### config.mk
export PLATFORM = sky130hd
export DESIGN_NAME = serial_fifo_tx
export DESIGN_NICKNAME = d
export VERILOG_FILES = /design/src/rtl/serial_pkg.sv /design/src/rtl/serial_baud_gen.sv /design/src/rtl/serial_fifo_tx.sv
export SDC_FILE = /design/constraint.sdc
export NUM_CORES = 1
export LEC_CHECK = 0
export BUFFER_PORTS_ARGS = -buffer_cell sky130_fd_sc_hd__buf_4
export CORE_ASPECT_RATIO = 1.5
export CORE_MARGIN = 5
export CORE_UTILIZATION = 40
export DETAILED_ROUTE_END_ITERATION = 8
export GPL_TIMING_DRIVEN = 0
export HOLD_SLACK_MARGIN = 0.12
export SYNTH_ARGS = -nofsm -noshare
export SYNTH_HDL_FRONTEND = slang
export SYNTH_HIERARCHICAL = 1
export SYNTH_SLANG_ARGS = --single-unit
### constraint.sdc
create_clock -name CLK -period 3.35 [get_ports CLK]
set_input_delay 0.5025 -clock CLK [delete_from_list [all_inputs] [get_ports CLK]]
set_output_delay 0.5025 -clock CLK [all_outputs]
set_load 0.005 [all_outputs]
### src/rtl/serial_pkg.sv
// Shared definitions for the serial physical device: transmitter state encoding and
// default line settings also used by the matching receiver.
package serial_pkg;

  typedef enum logic [1:0] {
    IDLE,
    START,
    DATA,
    STOP
  } tx_state_t;

  localparam int unsigned SERIAL_CLK_DIV   = 868;
  localparam int unsigned SERIAL_DATA_BITS = 8;

endpackage

### src/rtl/serial_baud_gen.sv
// Bit-period timer: counts 0..CLK_DIV-1 and flags the last cycle of every serial bit.
module serial_baud_gen #(
  parameter int unsigned CLK_DIV = serial_pkg::SERIAL_CLK_DIV
) (
  input  logic CLK,
  input  logic RST_N,
  input  logic restart,
  output logic tick
);

  localparam int unsigned CNT_W = (CLK_DIV > 1) ? $clog2(CLK_DIV) : 1;
  localparam logic [CNT_W-1:0] LAST_CNT = CNT_W'(CLK_DIV - 1);

  logic [CNT_W-1:0] cnt_q, cnt_d;

  assign tick = (cnt_q == LAST_CNT);

  always_comb begin
    cnt_d = cnt_q + 1'b1;
    if (restart || tick) begin
      cnt_d = '0;
    end
  end

  always_ff @(posedge CLK or negedge RST_N) begin
    if (!RST_N) begin
      cnt_q <= '0;
    end else begin
      cnt_q <= cnt_d;
    end
  end

endmodule

### src/rtl/serial_fifo_tx.sv
// Asynchronous-frame transmitter that drains a byte FIFO: start bit, data LSB-first,
// stop bit(s), one dequeue per frame and no idle gap while the FIFO stays non-empty.
module serial_fifo_tx
  import serial_pkg::*;
#(
  parameter int unsigned CLK_DIV   = SERIAL_CLK_DIV,
  parameter int unsigned DATA_BITS = SERIAL_DATA_BITS,
  parameter int unsigned STOP_BITS = 1
) (
  input  logic                 CLK,
  input  logic                 RST_N,
  input  logic                 EMPTY_N,
  input  logic [DATA_BITS-1:0] D_OUT,
  output logic                 DEQ,
  output logic                 TXD,
  output logic                 BUSY,
  output logic                 TX_DONE
);

  localparam int unsigned IDX_W = $clog2(DATA_BITS + 1);
  localparam logic [IDX_W-1:0] LAST_DATA = IDX_W'(DATA_BITS - 1);
  localparam logic [IDX_W-1:0] LAST_STOP = IDX_W'(STOP_BITS - 1);

  if (CLK_DIV < 2 || CLK_DIV > 65535) begin : g_bad_clk_div
    $error("serial_fifo_tx: CLK_DIV must be in 2..65535");
  end
  if (DATA_BITS < 5 || DATA_BITS > 9) begin : g_bad_data_bits
    $error("serial_fifo_tx: DATA_BITS must be in 5..9");
  end
  if (STOP_BITS != 1 && STOP_BITS != 2) begin : g_bad_stop_bits
    $error("serial_fifo_tx: STOP_BITS must be 1 or 2");
  end

  tx_state_t            state_q, state_d;
  logic [DATA_BITS-1:0] shift_q, shift_d;
  logic [IDX_W-1:0]     bit_idx_q, bit_idx_d;
  logic                 txd_q, txd_d;
  logic                 busy_q;
  logic                 tick;
  logic                 restart;
  logic                 frame_end;
  logic                 frame_load;

  // The bit index doubles as the stop-bit counter while in STOP.
  assign frame_end  = (state_q == STOP) && (bit_idx_q == LAST_STOP) && tick;
  assign frame_load = (state_q == IDLE) || frame_end;
  assign DEQ        = RST_N && EMPTY_N && frame_load;
  assign TX_DONE    = frame_end;
  assign TXD        = txd_q;
  assign BUSY       = busy_q;

  // Hold the timer at zero while idle so a new frame always starts on a full bit period.
  assign restart = (state_q == IDLE) || DEQ;

  serial_baud_gen #(
    .CLK_DIV (CLK_DIV)
  ) u_baud_gen (
    .CLK     (CLK),
    .RST_N   (RST_N),
    .restart (restart),
    .tick    (tick)
  );

  always_comb begin
    state_d   = state_q;
    shift_d   = shift_q;
    bit_idx_d = bit_idx_q;

    case (state_q)
      IDLE: begin
      end
      START: begin
        if (tick) begin
          state_d   = DATA;
          bit_idx_d = '0;
        end
      end
      DATA: begin
        if (tick) begin
          shift_d = shift_q >> 1;
          if (bit_idx_q == LAST_DATA) begin
            state_d   = STOP;
            bit_idx_d = '0;
          end else begin
            bit_idx_d = bit_idx_q + 1'b1;
          end
        end
      end
      STOP: begin
        if (tick) begin
          if (bit_idx_q == LAST_STOP) begin
            state_d = IDLE;
          end else begin
            bit_idx_d = bit_idx_q + 1'b1;
          end
        end
      end
      default: state_d = IDLE;
    endcase

    if (DEQ) begin
      state_d   = START;
      shift_d   = D_OUT;
      bit_idx_d = '0;
    end

    // The line level is registered from the next state so TXD never glitches.
    txd_d = 1'b1;
    case (state_d)
      START:   txd_d = 1'b0;
      DATA:    txd_d = shift_d[0];
      default: txd_d = 1'b1;
    endcase
  end

  always_ff @(posedge CLK or negedge RST_N) begin
    if (!RST_N) begin
      state_q   <= IDLE;
      shift_q   <= '0;
      bit_idx_q <= '0;
      txd_q     <= 1'b1;
      busy_q    <= 1'b0;
    end else begin
      state_q   <= state_d;
      shift_q   <= shift_d;
      bit_idx_q <= bit_idx_d;
      txd_q     <= txd_d;
      busy_q    <= (state_d != IDLE);
    end
  end

  empty_n_known: assert property (@(posedge CLK) disable iff (!RST_N)
    frame_load |-> !$isunknown(EMPTY_N))
    else $warning("serial_fifo_tx: EMPTY_N unknown at frame-load point");

  deq_needs_data: assert property (@(posedge CLK) disable iff (!RST_N)
    DEQ |-> EMPTY_N);

  single_deq: assert property (@(posedge CLK) disable iff (!RST_N)
    DEQ |=> !DEQ);

endmodule

# After elaboration in Yosys (flattened, before gate mapping)
# Index checks and enable logic that the tools add are counted.
totals:
  ff_bits: 26
  output_inout_bits: 4
  wordCells: 54
  inputBits: 11
op_classes:
  reduce_logical: 15
  add_sub_neg: 2
  eq_ne: 11
  mux: 19
op_table:
  columns: ["op", "n"]
  rows:
  - ["4-bit 2-to-1 mux", 6]
  - ["8-bit 2-to-1 mux", 3]
  - ["2-bit 2-to-1 mux", 6]
  - ["3-bit inequality test (second input constant)", 4]
  - ["4-bit one-hot mux with 3 select lines", 1]
  - ["10-bit by 1-bit adder with 10-bit output (second input constant)", 1]
  - ["10-bit == test (second input constant)", 1]
  - ["10-bit 2-to-1 mux", 1]
  - ["2-bit == test (second input constant)", 3]
  - ["2-bit one-hot mux with 3 select lines", 1]
  - ["2-bit nonzero test", 3]
  - ["5-bit AND reduction", 1]
  - ["4-bit by 1-bit adder with 4-bit output (second input constant)", 1]
  - ["2-bit by 1-bit == test with 1-bit output (second input constant)", 2]
  - ["4-bit by 3-bit == test with 1-bit output (second input constant)", 1]
  - ["1-bit logical AND", 4]
  - ["4-bit logical NOT", 1]
  - ["4-bit nonzero test", 1]
  - ["1-bit logical OR", 3]
  - ["2-bit logical NOT", 1]
  - ["1-bit one-hot mux with 2 select lines", 1]
  - ["2-bit AND reduction", 1]

# Depth between registers and ports, before layout
depth:
  word_depth: 8
  ltp_mapped: 10
  ltp_nobuf: 10

# Modules after synthesis
# The synthesis kept the hierarchy.
by_module_without_submodules:
  columns: ["mod", "seq_area_each_um2", "cells_per_inst", "n_inst", "area_per_inst_um2"]
  rows:
  - ["serial_fifo_tx", 401.6, 98, 1, 953.4]
  - ["serial_baud_gen", 250.2, 52, 1, 514.2]

# Worst setup path after synthesis
# No wires, ideal clock.
synth_timing:
  path_kind: "register -> output"
  startpoint: "register u_baud_gen.cnt_q[3]"
  endpoint: "output port DEQ"
  t_required_ps: 2847
  slack_ps: 715
  t_arrival_ps: 2132
  n_path_buf: 1
  path_stages_with_launch: 8
  cell_sequence: "dfrtp_1 -> or4_4 -> nor3_1 -> nor4bb_4 -> and2_4 -> o211ai_4 -> inv_2 -> buf_4"
synth_via:
  elab_chain_cells: 4
synth_rtl:
  columns: ["item", "line_no", "rtl"]
  rows:
  - ["from (decl)", "serial_baud_gen.sv:14", "logic [CNT_W-1:0] cnt_q, cnt_d;"]
  - ["from (signal assigned)", "serial_baud_gen.sv:29", "cnt_q <= cnt_d;"]
  - ["10-bit == test", "serial_baud_gen.sv:16", "assign tick = (cnt_q == LAST_CNT);"]
  - ["named net tick", "serial_fifo_tx.sv:39", "logic tick;"]
  - ["1-bit logical AND", "serial_fifo_tx.sv:45", "assign frame_end = (state_q == STOP) && (bit_idx_q == LAST_STOP) && tick;"]
  - ["named net TX_DONE", "serial_fifo_tx.sv:17", "output logic TX_DONE"]
  - ["1-bit logical OR", "serial_fifo_tx.sv:46", "assign frame_load = (state_q == IDLE) || frame_end;"]
  - ["1-bit logical AND", "serial_fifo_tx.sv:47", "assign DEQ = RST_N && EMPTY_N && frame_load;"]
  - ["to (decl)", "serial_fifo_tx.sv:14", "output logic DEQ,"]
# The timed path passes the listed nets, and every way through them passes these cells.

# Final worst setup path
layout_timing:
  startpoint: "register u_baud_gen.cnt_q[3]"
  endpoint: "output port DEQ"
layout_via:
  elab_chain_cells: 4
layout_rtl:
  columns: ["item", "line_no"]
  rows:
  - ["10-bit == test", "serial_baud_gen.sv:16"]
  - ["named net tick", "serial_fifo_tx.sv:39"]
  - ["1-bit logical AND", "serial_fifo_tx.sv:45"]
  - ["1-bit logical OR", "serial_fifo_tx.sv:46"]
  - ["1-bit logical AND", "serial_fifo_tx.sv:47"]
# The timed path passes the listed nets, and every way through them passes these cells.

==> impl_metrics.env <==
export IMPL_yosysSeqAreaShare=0.444
export IMPL_use_met1=0.160
export IMPL_grt_pass1_vias=1192
export IMPL_cp_required_ns=2.85
export IMPL_post_cts_buffers=0
export IMPL_die_x_um=59.5
export IMPL_power_density_nw_per_um2=306
export IMPL_drt_first_pass_iters=4
export IMPL_worst_pin_slew_ns=0.470
export IMPL_reg2regPathDepth=9
export IMPL_clk_pin_slew_ns=0.09
export IMPL_post_route_min_period_ns=3.10
export IMPL_grt_pass1_wl_um=5110
export IMPL_final_antenna_net_count=0
export IMPL_final_util=0.466
export IMPL_critical_path_class="flop to primary output"
export IMPL_gp_congestion=0.838
export IMPL_row_count=27
export IMPL_setup_tns_ns=0
export IMPL_skew_ns=0.00717
export IMPL_place_area_um2=1630
export IMPL_slew_headroom=0.687
export IMPL_rsz0062_at_grt="false"
export IMPL_critPathMaxFanout=10
export IMPL_multi_input_area_um2=769
export IMPL_finalWirelength_um=2930
export IMPL_startpoint_type="flop"
export IMPL_synth_distinct_cells=41
export IMPL_fmax_mhz=322
export IMPL_ys_ff_latch=26
export IMPL_final_area_um2=1680
export IMPL_grt_overflow=0
export IMPL_worst_ep_arrival_time_ns=2.60
export IMPL_status="completed"
export IMPL_avgSynthCellArea_um2=9.78
export IMPL_drv_slew=0
export IMPL_synth_area_um2=1470
export IMPL_finalSetupViolations=0
export IMPL_grt_met3_usage=0.0200
export IMPL_route_vias_total=1110
export IMPL_cts_sinks=26
export IMPL_die_area_um2=5010
export IMPL_synth_fp_nets=169
export IMPL_cts_tree="built"
export IMPL_layout_common_cells="dfrtp_1, nor2_1, nand2_1"
export IMPL_final_common_cell="dfrtp_1"
export IMPL_clock_latency_ns=0.27
export IMPL_root_buffer="clkbuf_8"
export IMPL_cts_buffers=3
export IMPL_fillers=347
export IMPL_diodes=0
export IMPL_synth_warnings=6
export IMPL_drc=0
export IMPL_seq_area_um2=652
export IMPL_io_pins=15
export IMPL_fp_coreArea_um2=3610
export IMPL_cap_violations=0
export IMPL_syn_inst=150
export IMPL_vias_per_cell=5.26
export IMPL_drive_gt1_frac=0.167
export IMPL_vdd_ir_drop_max_uv=308
export IMPL_antenna_found_initial=0
export IMPL_layout_nets=188
export IMPL_start_util=0.406
export IMPL_grt_max_degree=28
export IMPL_drt_iter0_drc=31
export IMPL_io_buffers=14
export IMPL_power_leakage_uw=0.000788
export IMPL_grt_busiest_layer="met2"
export IMPL_grtUsageTotal=0.129
export IMPL_end_kind="primary output"
export IMPL_met2_usage=0.217
export IMPL_hp_class="input pin to asynchronous set/reset pin"
export IMPL_area_delta_synth_final_pct=14.7
export IMPL_cts_htree_levels=1
export IMPL_clock_path_buffers=2
export IMPL_hold_viol=0
export IMPL_avgRoutedWirePerCell_um=13.9
export IMPL_hpwlAfterDp_um=2140
export IMPL_period_share=0.927
export IMPL_die_h_um=84.2
[final timing paths]
kind                                      from                  end  slack, ns
max                        u_baud_gen/cnt_q[3]                  DEQ       0.25
min                                      RST_N         bit_idx_q[2]       0.13
max reg2reg                u_baud_gen/cnt_q[3]  u_baud_gen/cnt_q[9]       0.82
min reg2reg                         shift_q[7]           shift_q[7]       0.51
max in group asynchronous                RST_N                  TXD       2.90
min in group CLK                      D_OUT[7]           shift_q[7]       0.42
[state kept, by name (all words and copies together), names as in the netlist]
register	flops
state_q	2
BUSY	1
bit_idx_q	4
shift_q	8
u_baud_gen/cnt_q	10
TXD	1
[kinds of logic after synthesis]
| group | share of synthesized area |
|---|---|
| simple gates | 0.218 |
| mux | 0.0477 |
| compound gates | 0.165 |
| buf+inv | 0.0392 |
| flops | 0.444 |
| fa+ha+maj | 0.0682 |
| xor+xnor | 0.0179 |
[where the power goes]
part	switching, µW	leakage (µW)	total (µW)	internal [µW]
sequential	0	0.000272	314	314
clock	101	0.0000228	186	85.2
combinational	8.12	0.000493	15.6	7.45
[worst max-delay path, cell delays in order (launching register included)]
cell      delay [ns]
dfrtp_1         0.43
or4_4           0.59
nor3_4          0.27
nor4bb_4        0.31
and2_4          0.21
o211ai_4        0.12
inv_2           0.10
buf_4           0.17
buf_4           0.13
[area by class of cell]
cell class / count / share of cell area
clock buffers: 4 / 0.0268
multi-input cells: 112 / 0.457
flip-flops and latches: 26 / 0.387
well taps: 43 / 0.0320
repair buffers: 14 / 0.0625
plain buffers: 3 / 0.0141
inverters: 9 / 0.0201
[timing repair]
item / CTS / global route
hold buffers: 0 / 0
endpoints found under the setup margin: 1 / 1
gates cloned: 0 / 0
gates resized for setup: 1 / 1
[stage by stage]
stage          hold WS, ns  instances  total power [µW]  worst slack, ns
2_1_floorplan        0.207        150               320            0.715
3_3_place_gp         0.445        207               336            0.311
3_5_place_dp         0.450        207               336            0.240
4_1_cts              0.151        211               518            0.132
5_1_grt              0.150        211               536           0.0444
6_report             0.133        211               515            0.245
[Yosys cell counts, drive strengths merged]
cell / n / area share
a211o: 2 / 0.012
a211oi: 1 / 0.0051
a21oi: 9 / 0.031
a22oi: 1 / 0.0051
a31oi: 1 / 0.0043
a32oi: 1 / 0.0060
and2: 2 / 0.010
buf: 3 / 0.016
dfrtp: 25 / 0.43
dfstp: 1 / 0.018
ha: 8 / 0.068
inv: 9 / 0.023
mux2i: 7 / 0.048
nand2: 16 / 0.041
nand2b: 2 / 0.0085
nand3: 8 / 0.027
nand3b: 1 / 0.0051
nand4: 2 / 0.0085
nand4bb: 2 / 0.015
nor2: 16 / 0.041
nor3: 4 / 0.014
nor3b: 1 / 0.0051
nor4bb: 1 / 0.017
o211ai: 2 / 0.020
o21a: 2 / 0.010
o21ai: 10 / 0.034
o221ai: 1 / 0.0060
o31ai: 3 / 0.025
o32a: 1 / 0.0068
or3: 3 / 0.013
or4: 2 / 0.013
xnor2: 1 / 0.0060
xor2: 2 / 0.012
[routing by layer]
metal  share of wire  vias to the layer above
li1                -                      569
met2            0.50                       10
met4          0.0075                        0
met5               0                        -
met1            0.47                      529
met3           0.024                        2
Note: power is estimated with default switching activity, not from simulation.
